## src/rtl/lsu_ctrl.sv

```systemverilog
// Load/store control stage: checks a single request, issues a word-addressed,
// byte-strobed memory transaction with timeout, and returns extended load data.
module lsu_ctrl #(
  parameter int ADDR_W  = 11,
  parameter int TIMEOUT = 16
) (
  input  logic              clk,
  input  logic              rst_n,
  input  logic              req_valid,
  output logic              req_ready,
  input  logic              req_is_store,
  input  logic [2:0]        req_func3,
  input  logic [31:0]       req_addr,
  input  logic [31:0]       req_wdata,
  output logic              mem_req,
  output logic              mem_we,
  output logic [ADDR_W-3:0] mem_waddr,
  output logic [3:0]        mem_wstrb,
  output logic [31:0]       mem_wdata,
  input  logic              mem_ack,
  input  logic [31:0]       mem_rdata,
  output logic              resp_valid,
  input  logic              resp_ready,
  output logic [31:0]       resp_rdata,
  output logic [1:0]        resp_err
);

  typedef enum logic [1:0] {S_IDLE, S_MEM, S_RESP} state_t;

  state_t             r_state, w_next_state;
  logic [2:0]         r_func3;
  logic [1:0]         r_alo;
  logic [7:0]         r_cnt;
  logic               r_mem_req, r_mem_we;
  logic [ADDR_W-3:0]  r_mem_waddr;
  logic [3:0]         r_mem_wstrb;
  logic [31:0]        r_mem_wdata, r_resp_rdata;
  logic [1:0]         r_resp_err;

  logic               w_illegal, w_misal, w_oor, w_timeout;
  logic [1:0]         w_req_err;
  logic [3:0]         w_strb;
  logic [31:0]        w_lane, w_load;

  // Request checks, in priority order: illegal func3, misaligned, out of range.
  always_comb begin
    w_illegal = req_is_store ? (req_func3 > 3'd2)
                             : (req_func3 == 3'd3 || req_func3[2:1] == 2'b11);
    w_misal   = (req_func3[1:0] == 2'b01 && req_addr[0]) ||
                (req_func3[1:0] == 2'b10 && req_addr[1:0] != 2'b00);
    w_oor     = |req_addr[31:ADDR_W];
    if (w_illegal)    w_req_err = 2'b11;
    else if (w_misal) w_req_err = 2'b01;
    else if (w_oor)   w_req_err = 2'b10;
    else              w_req_err = 2'b00;
    case (req_func3[1:0])
      2'b00:   w_strb = 4'b0001 << req_addr[1:0];
      2'b01:   w_strb = 4'b0011 << req_addr[1:0];
      default: w_strb = 4'b1111;
    endcase
  end

  always_comb begin
    w_lane = mem_rdata >> {r_alo, 3'b000};
    case (r_func3)
      3'b000:  w_load = {{24{w_lane[7]}}, w_lane[7:0]};
      3'b100:  w_load = {24'h0, w_lane[7:0]};
      3'b001:  w_load = {{16{w_lane[15]}}, w_lane[15:0]};
      3'b101:  w_load = {16'h0, w_lane[15:0]};
      default: w_load = w_lane;
    endcase
  end

  // An ack on the final counted cycle takes precedence over the timeout.
  assign w_timeout = (r_cnt == 8'(TIMEOUT - 1)) && !mem_ack;

  always_ff @(posedge clk or negedge rst_n) begin
    if (!rst_n) r_state <= S_IDLE;
    else        r_state <= w_next_state;
  end

  always_comb begin
    w_next_state = r_state;
    case (r_state)
      S_IDLE: if (req_valid) w_next_state = (w_req_err != 2'b00) ? S_RESP : S_MEM;
      S_MEM:  if (mem_ack || w_timeout) w_next_state = S_RESP;
      S_RESP: if (resp_ready) w_next_state = S_IDLE;
      default: w_next_state = S_IDLE;
    endcase
  end

  always_comb begin
    req_ready  = (r_state == S_IDLE);
    resp_valid = (r_state == S_RESP);
  end

  always_ff @(posedge clk or negedge rst_n) begin
    if (!rst_n) begin
      r_func3      <= '0;
      r_alo        <= '0;
      r_cnt        <= '0;
      r_mem_req    <= 1'b0;
      r_mem_we     <= 1'b0;
      r_mem_waddr  <= '0;
      r_mem_wstrb  <= '0;
      r_mem_wdata  <= '0;
      r_resp_rdata <= '0;
      r_resp_err   <= '0;
    end else begin
      case (r_state)
        S_IDLE: if (req_valid) begin
          r_func3 <= req_func3;
          r_alo   <= req_addr[1:0];
          r_cnt   <= '0;
          if (w_req_err == 2'b00) begin
            r_mem_req   <= 1'b1;
            r_mem_we    <= req_is_store;
            r_mem_waddr <= req_addr[ADDR_W-1:2];
            r_mem_wstrb <= w_strb;
            r_mem_wdata <= req_wdata << {req_addr[1:0], 3'b000};
          end else begin
            r_resp_err   <= w_req_err;
            r_resp_rdata <= '0;
          end
        end
        S_MEM: begin
          if (mem_ack || w_timeout) begin
            r_mem_req    <= 1'b0;
            r_mem_we     <= 1'b0;
            r_mem_waddr  <= '0;
            r_mem_wstrb  <= '0;
            r_mem_wdata  <= '0;
            r_resp_err   <= mem_ack ? 2'b00 : 2'b10;
            r_resp_rdata <= (mem_ack && !r_mem_we) ? w_load : '0;
          end else begin
            r_cnt <= r_cnt + 8'd1;
          end
        end
        S_RESP: if (resp_ready) begin
          r_resp_err   <= '0;
          r_resp_rdata <= '0;
        end
        default: ;
      endcase
    end
  end

  assign mem_req    = r_mem_req;
  assign mem_we     = r_mem_we;
  assign mem_waddr  = r_mem_waddr;
  assign mem_wstrb  = r_mem_wstrb;
  assign mem_wdata  = r_mem_wdata;
  assign resp_rdata = r_resp_rdata;
  assign resp_err   = r_resp_err;

endmodule

```

## config.mk

```make
export PLATFORM = sky130hd
export DESIGN_NAME = lsu_ctrl
export DESIGN_NICKNAME = d
export VERILOG_FILES = /design/src/rtl/lsu_ctrl.sv
export SDC_FILE = /design/constraint.sdc
export NUM_CORES = 1
export LEC_CHECK = 0
export CAP_MARGIN = 20
export CORE_ASPECT_RATIO = 1.4
export CORE_UTILIZATION = 30
export CTS_BUF_LIST = sky130_fd_sc_hd__clkbuf_8 sky130_fd_sc_hd__clkbuf_16
export DETAILED_ROUTE_END_ITERATION = 8
export PLACE_DENSITY = 0.56
export SETUP_SLACK_MARGIN = 0.4
export SYNTH_ARGS = -nofsm -noshare
export SYNTH_HDL_FRONTEND = slang
export SYNTH_SLANG_ARGS = --single-unit
```

## constraint.sdc

```tcl
create_clock -name clk -period 3.9 [get_ports clk]
set_input_delay 0.78 -clock clk [delete_from_list [all_inputs] [get_ports clk]]
set_output_delay 0.78 -clock clk [all_outputs]
set_load 0.02 [all_outputs]
```

* After elaboration in Yosys (flattened, before gate mapping)
Cells that the tools add are included.
Storage, ports and cells: bits in registers 96, output and inout bits 83
Cells by class: $add $sub $neg 1, magnitude comparators 1, equality and inequality tests 16, shift operators 4, muxes and demuxes 44, reductions and logical operators 23
Operators with widths (count):
- $mux 32 | 8
- $pmux 32 s4 | 1
- $pmux 32 s3 | 1
- $pmux 32 s2 | 1
- $shl 32x5->32 | 1
- $shr 32x5->32 | 1
- $mux 9 | 3
- $mux 2 | 11
- $reduce_or 21->1 | 1
- $pmux 9 s2 | 1
- $mux 8 | 2
- $pmux 4 s2 | 2
- $pmux 8 s2 | 1
- $mux 4 | 3
- $pmux 2 s3 | 2
- $add 8x1->8 const B | 1
- $eq 8x4->1 const B | 1
- $ne 2x2->1 const B | 4
- $eq 2x2->1 const B | 3
- $eq 3x3->1 const B | 2
- $logic_not 2->1 | 3
- $mux 1 | 6
- $reduce_and 3->1 | 2
- $reduce_bool 2->1 | 3
- other kinds (16) | 25

* Depth between registers and ports, before layout
Gate-level depths: netlist of the first run.
word-level depth 9, mapped depth 10, depth with buffers taken out 7

* Worst setup path before layout of the first run
No wires, ideal clock.
kind input to register, start in req_addr[14], end reg r_resp_rdata[10], in the netlist resp_rdata[10], setup time 0.128 ns, data arrival time 2.478 ns, data required time 3.772 ns, setup slack 1.295 ns, cell stages on the path 7, buffers on the path 2, path through or4_4 > nor3_4 > and4_1 > nand2b_1 > buf_2 > buf_4 > mux2_1
Between the ends: word-level cells in the longest chain between the ends 7
RTL lines:
- start, declared | line 13 | input logic [31:0] req_addr,
- $reduce_or 21->1 | line 51 | w_oor = |req_addr[31:ADDR_W];
- $mux 2 | line 54 | else if (w_oor) w_req_err = 2'b10;
- $mux 2 | line 53 | else if (w_misal) w_req_err = 2'b01;
- $mux 2 | line 52 | if (w_illegal) w_req_err = 2'b11;
- $logic_not 2->1 | line 115 | if (w_req_err == 2'b00) begin
- $ne 2x2->1 (no source line)
- $reduce_and 5->1 (no source line)
- end signal, assigned | line 134 | r_resp_rdata <= (mem_ack && !r_mem_we) ? w_load : '0;
- end, declared | line 37 | logic [31:0] r_mem_wdata, r_resp_rdata;
No other way between the ends. A chain may end at the register's enable or synchronous reset.

* Worst setup path after layout of the first run
start in req_addr[14], end reg r_resp_rdata[7], in the netlist resp_rdata[7]
The elaborated chain is that of the path after synthesis.

==> flow_summary.toml, run 1 <==
[outcome]
status = "complete, but fails checks"
violations = "DRC"

[sta]
hold_viol = 0
final_max_slew_viol_count = 0
slew_headroom = 0.403
finClkSkew_ps = 5.60
fmax_ghz = 0.350
fin_crit_ps = 2860
finalCritPeriodShare = 0.733
holdWs_ps = 273
rsz0062_at_grt = "no"
totalNegativeSetupSlack_ps = 0
worstMarginPinSlew_ps = 892
setup_viol = 0

[critical_path]
crit_path_max_fanout = 34
cp_data_arrival_time_ps = 3070
crit_slowest_cell = "or4_4"
required_ps = 4110
crit_chain = "clkdlybuf4s50_1, or4_4, nor3_4, and4_1, nand2b_1, buf_4, mux2_1"
worst_path_largest_cell_delay_ps = 540
worstSetupPathType = "in2reg"
cp-end-kind = "flop"
start_kind = "primary input"

[floorplanning]
fp.dieH_um = 155
initial_core_util = 0.309
fp.dieW_um = 111
core_area_um2 = 16200
die-area_um2 = 17200
row_count = 55
io_pins = 188

[global_route]
grt.overflow.total = 0
grtUsageTotal = 0.181
grt_pass1_wl_um = 24700
grt_max_degree = 81
antenna_found_initial = 0
grt_pass1_vias = 4536

[yosys]
yosys_most_used_dff = "dfrtp_1"
avgSynthCellArea_um2 = 10.7
synth_fp_nets = 577
postSynthCellCount = 467
synth-seq-area-share = 0.479
post_synth_instance_area_um2 = 5020
post_synth_num_cell_types = 47
async_reset_ff_frac = 1.00
synth-seq-cells = 96
ys_warn_count = 0
synth_edf_count = 0

[layout]
syn_to_final_growth_pct = 47.0
final_cell_mix = "clkdlybuf4s50_1, dfrtp_1, a22o_1, nand2_1, o21ai_0"
layout.nets = 749
mostFrequentLayoutCell = "clkdlybuf4s50_1"
seq_area_um2 = 2400
n_fill_cell = 1552
post_route_cells_drive_above_1_share = 0.0763
final_area_um2 = 7370
antennaDiodeCount = 0
multiInputGateArea_um2 = 2400

[clock_tree]
hold_buffers = 0
clk_pin_slew_ps = 70
clock_latency_ps = 330
cts.sink_count = 96
clock_path_buffers = 2
cts_root_buffer = "clkbuf_16"
cts_resized = 0
cts_setup_buffers = 0
cts_buffers = 9
h-tree-depth = 3
cts_tree = "yes"

[power_and_ir_drop]
leakagePower_nw = 3.24
irDropWorstVdd_mv = 0.276
power_mw = 3.07
power_density_nw_per_um2 = 416

[drt]
wl_um = 15600
routed.top_layer = "met4"
drt_iter0_drc = 252
wl_met1_um = 6370
drc = 28
wl_met2_um = 7650
route.met3.wl_um = 1160
post_drt_via_cell_ratio = 5.20
dr.pass1.iters = 6
vias = 4370
routedWlPerCell_um = 18.5
drtAntennaViolNets = 0

[worst_hold_path]
hold_class = "in2async"

[placed_design]
place_hpwl_um = 11500
place_congestion = 0.805
placed_area_um2 = 7020
portBuffers = 187

[run]
cap_violations = 0
-- cell usage after synthesis (5+ instances only) --
cell type	instances	area [µm²]
dfrtp_1	96	2400
a22o_1	61	534
nand2_1	51	191
o21ai_0	34	170
mux2i_1	33	330
a21oi_1	18	90.1
clkbuf_1	17	63.8
mux2_2	17	191
a211oi_1	15	113
mux2_1	13	146
nor2b_1	11	68.8
buf_1	8	30.0
nor2_1	7	26.3
inv_1	6	22.5
o2bb2ai_1	6	52.6
ha_1	5	62.6
nand2b_1	5	31.3
-- flip-flops by register name (all words and copies together) (netlist names) --
| register | count |
|---|---|
| resp_rdata | 32 |
| mem_we | 1 |
| mem_wstrb | 4 |
| r_alo | 2 |
| r_state | 2 |
| r_func3 | 3 |
| mem_wdata | 32 |
| mem_req | 1 |
| r_cnt | 8 |
| resp_err | 2 |
| mem_waddr | 9 |
-- power breakdown --
group	total [mW]	leakage (nW)	internal (mW)	switching [mW]
Clock	0.983	0.163	0.617	0.367
Sequential	1.11	1.33	1.04	0.0779
Combinational	0.974	1.75	0.407	0.567
-- cell families (layout without fill, tap and decap cells) --
family | Yosys count | after routing | share of synthesized area
AO/OA/AOI/OAI | 154 | 154 | 0.222
multiplexers | 63 | 63 | 0.133
adder cells (fa/ha/maj) | 5 | 5 | 0.0125
flip-flops | 96 | 96 | 0.479
XOR/XNOR | 1 | 1 | 0.00175
AND/OR/NAND/NOR | 105 | 105 | 0.111
buffers and inverters | 43 | 218 | 0.0417
-- path summary, 6_finish.rpt --
kind | from | endpoint | slack [ps] | cells after the start
min reg2reg | mem_wstrb[0]$_DFFE_PN0P_ | mem_wstrb[0]$_DFFE_PN0P_ | 480 | 1
max | req_addr[14] | resp_rdata[7]$_DFFE_PN0P_ | 1040 | 7
max in group asynchronous | rst_n | mem_waddr[5]$_DFFE_PN0P_ | 2760 | 3
min | rst_n | resp_rdata[2]$_DFFE_PN0P_ | 270 | 1
max reg2reg | r_state[0]$_DFFE_PN0P_ | mem_wstrb[2]$_DFFE_PN0P_ | 1230 | 8
min in group clk | mem_wstrb[0]$_DFFE_PN0P_ | mem_wstrb[0]$_DFFE_PN0P_ | 480 | 1
-- worst max-delay path: cells and delay by family --
family	cells	cell delay, ps
simple gates	4	1140
buf+inv	2	760
mux	1	370
-- metrics by stage --
stage / utilization / cells / worst slack, ps
after detailed placement: 0.432 / 826 / 673
final: 0.454 / 841 / 1040
after global routing: 0.454 / 841 / 929
after floorplan: - / 467 / 1290
after global placement: 0.432 / 826 / 717
after CTS: 0.452 / 840 / 1030
-- metal layers --
metal / global-route usage / vias to the layer above
met2: 0.311 / 150
met3: 0.0506 / 18
li1: - / 2088
met5: 0 / -
met1: 0.217 / 2114
met4: 0.0644 / 0
-- area by class of cell --
type / count / share of cell area
multi-input cells: 328 / 0.326
flip-flops and latches: 96 / 0.326
repair buffers: 198 / 0.267
well taps: 199 / 0.0338
clock buffers: 9 / 0.0305
clock inverters: 5 / 0.0134
inverters: 6 / 0.00305
No activity file was read; power rests on OpenSTA's default activity.
==> inputs of run 2 (changes only) <==
- clock period: 3.9 -> 2.84 ns (I/O delays scaled with it)
==> run 2 against run 1 <==
Against the previous run: the run still ends with DRC left; combinational power up 65%; non-clock buffer count up 21; clock power increased by 24%; via count is 4.2% higher; hold slack lost 63 ps; total power up 42%; clock-buffer cell count stayed put; critical path type unchanged; highest routed layer unchanged.
==> flow_summary.toml, run 2 (same netlist as run 1, synthesis figures left out) <==
[floorplanning]
fp.dieH_um = 155
die-area_um2 = 17200
core_area_um2 = 16200
io_pins = 188
initial_core_util = 0.309
fp.dieW_um = 111
row_count = 55

[layout]
post_route_cells_drive_above_1_share = 0.123
n_fill_cell = 1558
final_cell_mix = "clkdlybuf4s50_1, dfrtp_1, a22o_1, nand2_1, o21ai_0"
antennaDiodeCount = 0
final_area_um2 = 7680
mostFrequentLayoutCell = "clkdlybuf4s50_1"
layout.nets = 770
syn_to_final_growth_pct = 53.1

[clock_tree]
h-tree-depth = 3
cts_tree = "yes"
cts_root_buffer = "clkbuf_16"
clock_latency_ps = 340
cts.sink_count = 96
cts_buffers = 9
clk_pin_slew_ps = 70
hold_buffers = 0
clock_path_buffers = 2

[critical_path]
r2r-end = "resp_rdata[29]$_DFFE_PN0P_"
required_ps = 3050
reg2reg_depth = 7
crit_path_max_fanout = 14
r2r_setup_slack_ps = 520
cp-end-kind = "flop"
r2r-start = "r_cnt[4]$_DFFE_PN0P_"
worst_path_largest_cell_delay_ps = 540
cp_data_arrival_time_ps = 2610
start_kind = "primary input"
worstSetupPathType = "in2reg"
crit_slowest_cell = "or4_4"
crit_chain = "dlygate4sd2_1, or4_4, nor3_4, buf_4, and4_4, nand2b_2, buf_12, mux2_1"

[drt]
wl_um = 16800
vias = 4554
dr.pass1.iters = 7
drt_iter0_drc = 322
post_drt_via_cell_ratio = 5.27
drc = 28
drtAntennaViolNets = 0
routedWlPerCell_um = 19.5

[placed_design]
placed_area_um2 = 7160
portBuffers = 187
place_hpwl_um = 11800
place_congestion = 0.847

[global_route]
grt_pass1_wl_um = 26400
grt_pass1_vias = 4861
grtUsageTotal = 0.197
grt.overflow.total = 0
antenna_found_initial = 0
grt_max_degree = 40

[worst_hold_path]
hold_class = "in2async"

[sta]
hold_viol = 0
worstMarginPinSlew_ps = 565
final_max_slew_viol_count = 0
finalCritPeriodShare = 0.844
rsz0062_at_grt = "yes"
slew_headroom = 0.624
setup_viol = 0
holdWs_ps = 210
finClkSkew_ps = 7.98
fin_crit_ps = 2400
fmax_ghz = 0.417

[power_and_ir_drop]
irDropWorstVdd_mv = 0.352
power_density_nw_per_um2 = 566
leakagePower_nw = 3.42
power_mw = 4.35

[outcome]
status = "complete, but fails checks"
violations = "DRC"

[run]
cap_violations = 0
## run 2: what timing repair did
action                     in CTS  in global routing
cloned                          4                  0
buffers inserted                3                  4
setup endpoints to repair      76                 57
resized for setup              13                 11
pin swaps                       0                  7
## run 2: power breakdown
group,switching (mW),internal (mW),leakage (nW)
clock network,0.538,0.685,0.150
logic,0.892,0.722,1.94
registers,0.0875,1.42,1.33
total,1.52,2.83,3.42
## run 2: per-stage QoR
step / cells / worst slack (ps) / TNS (ps) / util
after floorplan: 467 / 447 / 0 / -
final: 864 / 444 / 0 / 0.473
after global placement: 837 / 9.39 / 0 / 0.441
after detailed placement: 837 / -58.0 / -819 / 0.441
after global routing: 864 / 348 / 0 / 0.473
after CTS: 860 / 374 / 0 / 0.469
## run 2: cell type report
| cell class | count | area [µm²] | share of cell area |
|---|---|---|---|
| inverters | 6 | 22.5 | 0.00293 |
| multi-input cells | 328 | 2440 | 0.318 |
| clock inverters | 7 | 71.3 | 0.00928 |
| flip-flops and latches | 96 | 2400 | 0.313 |
| repair buffers | 219 | 2270 | 0.296 |
| clock buffers | 9 | 225 | 0.0293 |
| well taps | 199 | 249 | 0.0324 |
## run 2: how the worst max path moves through the flow
stage	startpoint	end	slack, ps
2_1_floorplan	req_addr[14]	resp_rdata[10]$_DFFE_PN0P_	450
3_3_place_gp	req_addr[14]	resp_rdata[2]$_DFFE_PN0P_	9
3_5_place_dp	req_addr[14]	resp_rdata[8]$_DFFE_PN0P_	-60
4_1_cts	req_addr[14]	mem_wdata[26]$_DFFE_PN0P_	370
5_1_grt	req_addr[22]	resp_rdata[8]$_DFFE_PN0P_	350
6_report	req_addr[14]	resp_rdata[8]$_DFFE_PN0P_	440
## run 2: worst max-delay path, delay by kind of cell
family / cells / cell delay [ps]
buf+inv: 3 / 560
mux: 1 / 330
simple gates: 4 / 1140
## run 2: layer usage
metal  routed length [µm]  GRT usage  vias up
li1                     -          -     2129
met1                 6870      0.224     2237
met2                 8520      0.351      169
met3                 1140     0.0573       19
met4                  272     0.0676        0
met5                    0          0        -
